File: src/rtl/wshb_rr_arbiter.sv
// Two-master round-robin Wishbone arbiter in front of a single SDRAM slave.
// The owner holds the bus for its whole cyc period; ties go to the master not served last.
module wshb_rr_arbiter #(
  parameter int ADDR_W = 32,
  parameter int DATA_W = 32,
  localparam int SEL_W = DATA_W / 8
) (
  input  logic              sys_clk,
  input  logic              sys_rst,
  input  logic              m0_cyc,
  input  logic              m0_stb,
  input  logic              m0_we,
  input  logic [ADDR_W-1:0] m0_adr,
  input  logic [DATA_W-1:0] m0_dat_ms,
  input  logic [SEL_W-1:0]  m0_sel,
  output logic              m0_ack,
  output logic              m0_err,
  output logic              m0_rty,
  output logic [DATA_W-1:0] m0_dat_sm,
  input  logic              m1_cyc,
  input  logic              m1_stb,
  input  logic              m1_we,
  input  logic [ADDR_W-1:0] m1_adr,
  input  logic [DATA_W-1:0] m1_dat_ms,
  input  logic [SEL_W-1:0]  m1_sel,
  output logic              m1_ack,
  output logic              m1_err,
  output logic              m1_rty,
  output logic [DATA_W-1:0] m1_dat_sm,
  output logic              s_cyc,
  output logic              s_stb,
  output logic              s_we,
  output logic [ADDR_W-1:0] s_adr,
  output logic [DATA_W-1:0] s_dat_ms,
  output logic [SEL_W-1:0]  s_sel,
  input  logic              s_ack,
  input  logic              s_err,
  input  logic              s_rty,
  input  logic [DATA_W-1:0] s_dat_sm,
  output logic [1:0]        gnt
);

  // One-hot encoding lets gnt come straight off the state flops.
  typedef enum logic [1:0] {
    IDLE = 2'b00,
    GNT0 = 2'b01,
    GNT1 = 2'b10
  } state_t;

  state_t state, state_nxt;
  logic   last;

  always_ff @(posedge sys_clk or posedge sys_rst) begin
    if (sys_rst) begin
      state <= IDLE;
      last  <= 1'b1;
    end else begin
      state <= state_nxt;
      if (state_nxt == GNT0) last <= 1'b0;
      else if (state_nxt == GNT1) last <= 1'b1;
    end
  end

  always_comb begin
    state_nxt = state;
    case (state)
      IDLE: begin
        if (m0_cyc && m1_cyc) state_nxt = last ? GNT0 : GNT1;
        else if (m0_cyc)      state_nxt = GNT0;
        else if (m1_cyc)      state_nxt = GNT1;
      end
      GNT0: if (!m0_cyc) state_nxt = m1_cyc ? GNT1 : IDLE;
      GNT1: if (!m1_cyc) state_nxt = m0_cyc ? GNT0 : IDLE;
      default: state_nxt = IDLE;
    endcase
  end

  assign gnt       = state;
  assign m0_dat_sm = s_dat_sm;
  assign m1_dat_sm = s_dat_sm;

  // Responses are gated with the owner's cyc so late acks after a drop are swallowed.
  always_comb begin
    s_cyc    = 1'b0;
    s_stb    = 1'b0;
    s_we     = 1'b0;
    s_adr    = '0;
    s_dat_ms = '0;
    s_sel    = '0;
    m0_ack   = 1'b0;
    m0_err   = 1'b0;
    m0_rty   = 1'b0;
    m1_ack   = 1'b0;
    m1_err   = 1'b0;
    m1_rty   = 1'b0;
    case (state)
      GNT0: begin
        s_cyc    = m0_cyc;
        s_stb    = m0_stb;
        s_we     = m0_we;
        s_adr    = m0_adr;
        s_dat_ms = m0_dat_ms;
        s_sel    = m0_sel;
        m0_ack   = s_ack & m0_cyc;
        m0_err   = s_err & m0_cyc;
        m0_rty   = s_rty & m0_cyc;
      end
      GNT1: begin
        s_cyc    = m1_cyc;
        s_stb    = m1_stb;
        s_we     = m1_we;
        s_adr    = m1_adr;
        s_dat_ms = m1_dat_ms;
        s_sel    = m1_sel;
        m1_ack   = s_ack & m1_cyc;
        m1_err   = s_err & m1_cyc;
        m1_rty   = s_rty & m1_cyc;
      end
      default: ;
    endcase
  end

endmodule

File: config.mk
export PLATFORM = sky130hd
export DESIGN_NAME = wshb_rr_arbiter
export DESIGN_NICKNAME = d
export VERILOG_FILES = /design/src/rtl/wshb_rr_arbiter.sv
export SDC_FILE = /design/constraint.sdc
export NUM_CORES = 1
export LEC_CHECK = 0
export ABC_AREA = 1
export CAP_MARGIN = 5
export CORE_AREA = 3 3 125 127
export DETAILED_ROUTE_END_ITERATION = 12
export DIE_AREA = 0 0 128 130
export GPL_TIMING_DRIVEN = 1
export PLACE_DENSITY = 0.49
export SYNTH_ARGS = -nofsm -noshare
export SYNTH_HDL_FRONTEND = slang
export SYNTH_SLANG_ARGS = --single-unit
File: constraint.sdc
create_clock -name sys_clk -period 3.3 [get_ports sys_clk]
set_input_delay 0.495 -clock sys_clk [delete_from_list [all_inputs] [get_ports sys_clk]]
set_output_delay 0.495 -clock sys_clk [all_outputs]
set_load 0.02 [all_outputs]
After elaboration in Yosys (flattened, before gate mapping)
Index checks and enable logic that the tools add are counted.
Word-level totals
  bits in registers: 3
  bits of input ports: 179
  word-level logic and storage cells: 38
Cells by class
  equality and inequality tests: 4
  mux-type cells: 23
  bitwise logic cells: 6
  reduce and logical (&&, ||, !) cells: 3
Operators with widths (count)
  32-bit case mux with 2 select lines: 2
  2-bit two-way mux: 7
  1-bit two-way mux: 9
  4-bit case mux with 2 select lines: 1
  1-bit bitwise AND: 6
  1-bit case mux with 2 select lines: 3
  2-bit case mux with 3 select lines: 1
  2-bit by 1-bit equality test with 1-bit output, second input constant: 2
  2-bit equality test, second input constant: 2
  2-bit zero test: 1
  2-bit nonzero test: 1
  1-bit logical AND: 1

Depth between registers and ports, before layout
  depth after elaboration: 7
  mapped depth: 11

Least setup slack after synthesis
OpenSTA, ideal clock, no wires.
  kind: register to output
  start: reg state[0], in the netlist gnt[0]
  end: out s_adr[0]
  arrival time: 1.539 ns
  required time: 2.805 ns
  path slack: 1.266 ns
  stages on the path, launching flop included: 6
  cell sequence: dfrtp_1 inv_1 ha_1 inv_2 clkbuf_1 a21oi_1
On the way
  word-level cells in the longest chain between the ends: 2
  elaborated cells between the ends (all ways): 3
  classes of those cells: 2 x eq/ne; 1 x mux
Ends and longest elaborated chain
  start: declaration: line 50  | state_t state, state_nxt;
  start signal: assignment: line 58  | state <= state_nxt;
  2-bit equality test or 2-bit by 1-bit equality test with 1-bit output (tied branches): line 96  | case (state)
  32-bit case mux with 2 select lines (*): line 96
  end: declaration: line 33  | output logic [ADDR_W-1:0] s_adr,
Every way passes the cells marked *; elsewhere a longest branch is shown, timed or not.

Worst setup path in the final report
  start: reg state[0], in the netlist gnt[0]
  end: out s_dat_ms[9]
On the way
  word-level cells in the longest chain between the ends: 2
  elaborated cells between the ends (all ways): 3
  classes of those cells: 2 x eq/ne; 1 x mux
Ends and longest elaborated chain
  2-bit equality test or 2-bit by 1-bit equality test with 1-bit output (tied branches): line 96
  32-bit case mux with 2 select lines (*): line 96
  end: declaration: line 34  | output logic [DATA_W-1:0] s_dat_ms,
Marked as above.

==> results.md <==
- The via count of the first global-routing pass is 2508.
- For this run, the total global-route usage over all layers was measured as 0.0970.
- The number of nets in the synthesized netlist is 533.
- The area fraction in compound gates after synthesis is 0.203.
- Row generation in the floorplan step produced 44 rows.
- The clock reaches the later pin of the worst-skew pair after 0.22 ns.
- The estimated wirelength of the detail-placed design is 7410 um.
- The core box area is 14500 sq um.
- The horizontal die dimension is 128 um.
- The largest voltage drop on the vdd net is 0.000563 V.
- The pre-antenna-repair detailed-routing pass consisted of 4 iterations.
- The maximum fanout count along the critical path is 37.
- Signal routing reaches up to met4.
- The total I/O pin count is 322.
- The clock period minus worst slack is 3.02 ns.
- The weighted congestion reported at the end of routability-driven placement is 0.794.
- The register bit total from synthesis is 3.
- The clock slew seen by the registers of the worst setup and hold paths is 0.03 ns.
- For this run, the register share of the synthesized area comes to 0.0410.
- The final-report setup violation count is 0.
- The worst-margin pin slew is 0.678 ns.
- After synthesis, the mean cell area works out to 5.34 sq um.
- No sink is reached through more buffers than the 2 on the longest clock path.
- The netlist uses 17 different library cells.
- The main combinational cell family by area after synthesis is buffers and inverters.
- The first-pass GRT wire length is 13200 um.
- The routed length on met3 is 1070 um.
- Of the total synthesized cell area, the portion taken by full adders, half adders and majority gates is 0.0404.
- The tree built by TritonCTS fans out to 3 sinks.
- The initial antenna violation count came to 0.
- Counting every instance in the synthesized netlist gives 348.
- Buffers inserted to repair hold after CTS numbered 0.
- The post-route DRC violation count is 0.
- TritonCTS built the clock tree.
- The initial DRC count is 90.
- The power per cell area is 634 nW/um^2.
- The height of the die is 130 um.
- The final number of max-transition violations is 0.
- Of the total synthesized cell area, the portion taken by XOR and XNOR cells is 0.
- The area growth from synthesis to layout is 106%.
- The setup check on the worst reg-to-reg path leaves a slack of 1.15 ns.
- The kind of launch point of the worst setup path is a register.
- The total CTS buffers is 3.
- The kind of end point of the critical path is a primary output.
- The maximum operating frequency is 331 MHz.
- The worst pin sits at a relative slew slack of 0.547.
- The standby leakage power is 1.34 nW.
- Using the TritonRoute via totals, the vias-per-cell ratio works out to 3.88.
- The sum of overflow across all layers after global routing is 0.
- The remaining antenna violation count is 0.
- The portion of synthesized area spent on multiplexers is 0.
- Buffers placed on the I/O ports in this run total 225.
- The cell area after synthesis is 1860 sq um.
- The level count of the clock H-tree is 1.
- The final antenna diode count is 0.
- The category of the most critical setup path is register to primary output.
- The quantity of gates resized following cts is 0.
- The max capacitance violation total is 0.
- The final clock skew is 0.000351 ns.
- The via count of the routed design is 2634.
- The wire length the detailed router placed on met1 is 3170 um.
- The initial utilization of the core area, before any placement, comes to 0.128.
- Yosys printed 0 warnings.
- The length of routed met2 wiring is 4580 um.
- The total negative setup slack is 0 ns.
- The filler cells instantiated in the layout total 1619.
- Of the total synthesized cell area, the portion taken by AND, OR, NAND and NOR gates is 0.351.
- Wires add up to 9120 um.
- Setup repair after global routing left no endpoint under its margin.
- After detailed routing, the average wire length per cell comes to 13.4 um.
- The period utilization is 0.915.
- The type of the most critical hold path is input port to asynchronous set/reset pin.
- The run finished with clean final reports.
- The final count of hold timing violations is 0.
- At the worst endpoint, the required time is 2.80 ns.
- The area of the die is 16600 sq um.
- The tree is rooted in a sky130_fd_sc_hd__clkbuf_16.
- The largest net degree at the start of global routing is 73.
- The fraction of the core area covered by cells at the end of the flow is 0.264.
- The ratio of cells with drive above 1 in the final layout is 0.0385.
- The arrival time reported for the critical path endpoint is 2.53 ns.
- The post-layout net count is 680.
- In this run the post-CTS setup repair buffer count came out at 0.
[critical path, stage by stage, from the launching register on]
cell and delay (ns):
sky130_fd_sc_hd__dfrtp_1 0.44, sky130_fd_sc_hd__inv_1 0.13, sky130_fd_sc_hd__ha_1 0.32, sky130_fd_sc_hd__inv_2 0.50
sky130_fd_sc_hd__buf_12 0.28, sky130_fd_sc_hd__a21oi_1 0.07, sky130_fd_sc_hd__clkdlybuf4s50_1 0.54
[where the power goes]
part | internal, mW | total, mW | switching, mW | leakage [nW]
combinational | 0.919 | 2.16 | 1.24 | 1.26
clock | 0.159 | 0.191 | 0.0321 | 0.0382
sequential | 0.0603 | 0.0839 | 0.0236 | 0.0360
total | 1.14 | 2.43 | 1.29 | 1.34
[final timing paths]
kind | startpoint | end | depth (start not counted)
hold / removal | sys_rst | gnt[0] | 2
setup reg to reg | gnt[0] | last | 9
setup / recovery | gnt[0] | s_dat_ms[9] | 6
min in group sys_clk | last | last | 2
max in group asynchronous | sys_rst | last | 2
hold reg to reg | last | last | 2
[logic make-up (layout without fill, tap and decap cells)]
| kind of cell | Yosys count | after routing |
|---|---|---|
| simple gates | 168 | 168 |
| fa+ha+maj | 6 | 6 |
| compound gates | 75 | 75 |
| buf+inv | 96 | 242 |
| flops | 3 | 3 |
[metrics by stage]
stage / cells / cell area (sq um) / hold WS, ns / setup WS, ns / total power [mW]
after global routing: 678 / 3840 / 0.451 / 0.0607 / 2.64
after CTS: 678 / 3840 / 0.436 / 0.228 / 2.48
after global placement: 674 / 3760 / 0.486 / 0.515 / 2.27
after floorplan: 348 / 1860 / 0.248 / 1.27 / 1.44
final: 678 / 3840 / 0.437 / 0.279 / 2.43
after detailed placement: 674 / 3760 / 0.486 / 0.469 / 2.27
[sequential cells by signal, summed over array words and instances (netlist names)]
register  count
gnt           2
last          1
[cell type report]
| class | instances | area, sq um | share of cell area |
|---|---|---|---|
| Inverter | 9 | 33.8 | 0.00880 |
| Tap cell | 184 | 230 | 0.0600 |
| Multi-Input combinational cell | 249 | 1110 | 0.290 |
| Timing Repair Buffer | 229 | 2310 | 0.601 |
| Sequential cell | 3 | 76.3 | 0.0199 |
| Clock buffer | 4 | 78.8 | 0.0205 |
[cells in the final DEF, fill, tap and decap left out, drive strengths merged]
master / instances
a21oi: 73
buf: 4
clkbuf: 4
clkdlybuf4s50: 225
dfrtp: 2
dfstp: 1
ha: 6
inv: 9
nand2: 155
nand3: 4
nor2: 9
o21ai: 1
o21bai: 1
[cell usage after synthesis]
master | number | area (sq um)
sky130_fd_sc_hd__nand2_1 | 150 | 563
sky130_fd_sc_hd__a21oi_1 | 73 | 365
sky130_fd_sc_hd__buf_4 | 66 | 495
sky130_fd_sc_hd__buf_6 | 8 | 90.1
sky130_fd_sc_hd__buf_2 | 7 | 35.0
sky130_fd_sc_hd__inv_1 | 7 | 26.3
sky130_fd_sc_hd__nor2_1 | 7 | 26.3
sky130_fd_sc_hd__clkbuf_1 | 6 | 22.5
sky130_fd_sc_hd__ha_1 | 6 | 75.1
sky130_fd_sc_hd__nand2_2 | 5 | 31.3
sky130_fd_sc_hd__nand3_1 | 4 | 20.0
sky130_fd_sc_hd__dfrtp_1 | 2 | 50.1
sky130_fd_sc_hd__inv_2 | 2 | 7.51
sky130_fd_sc_hd__nor2_2 | 2 | 12.5
sky130_fd_sc_hd__dfstp_2 | 1 | 26.3
sky130_fd_sc_hd__o21ai_0 | 1 | 5.00
sky130_fd_sc_hd__o21bai_1 | 1 | 7.51
[per-layer routing]
layer	track usage	vias to the layer above
li1	-	1324
met4	0.0375	0
met2	0.178	168
met3	0.0303	31
met5	0	-
met1	0.104	1111
No activity file was read; power rests on OpenSTA's default activity.
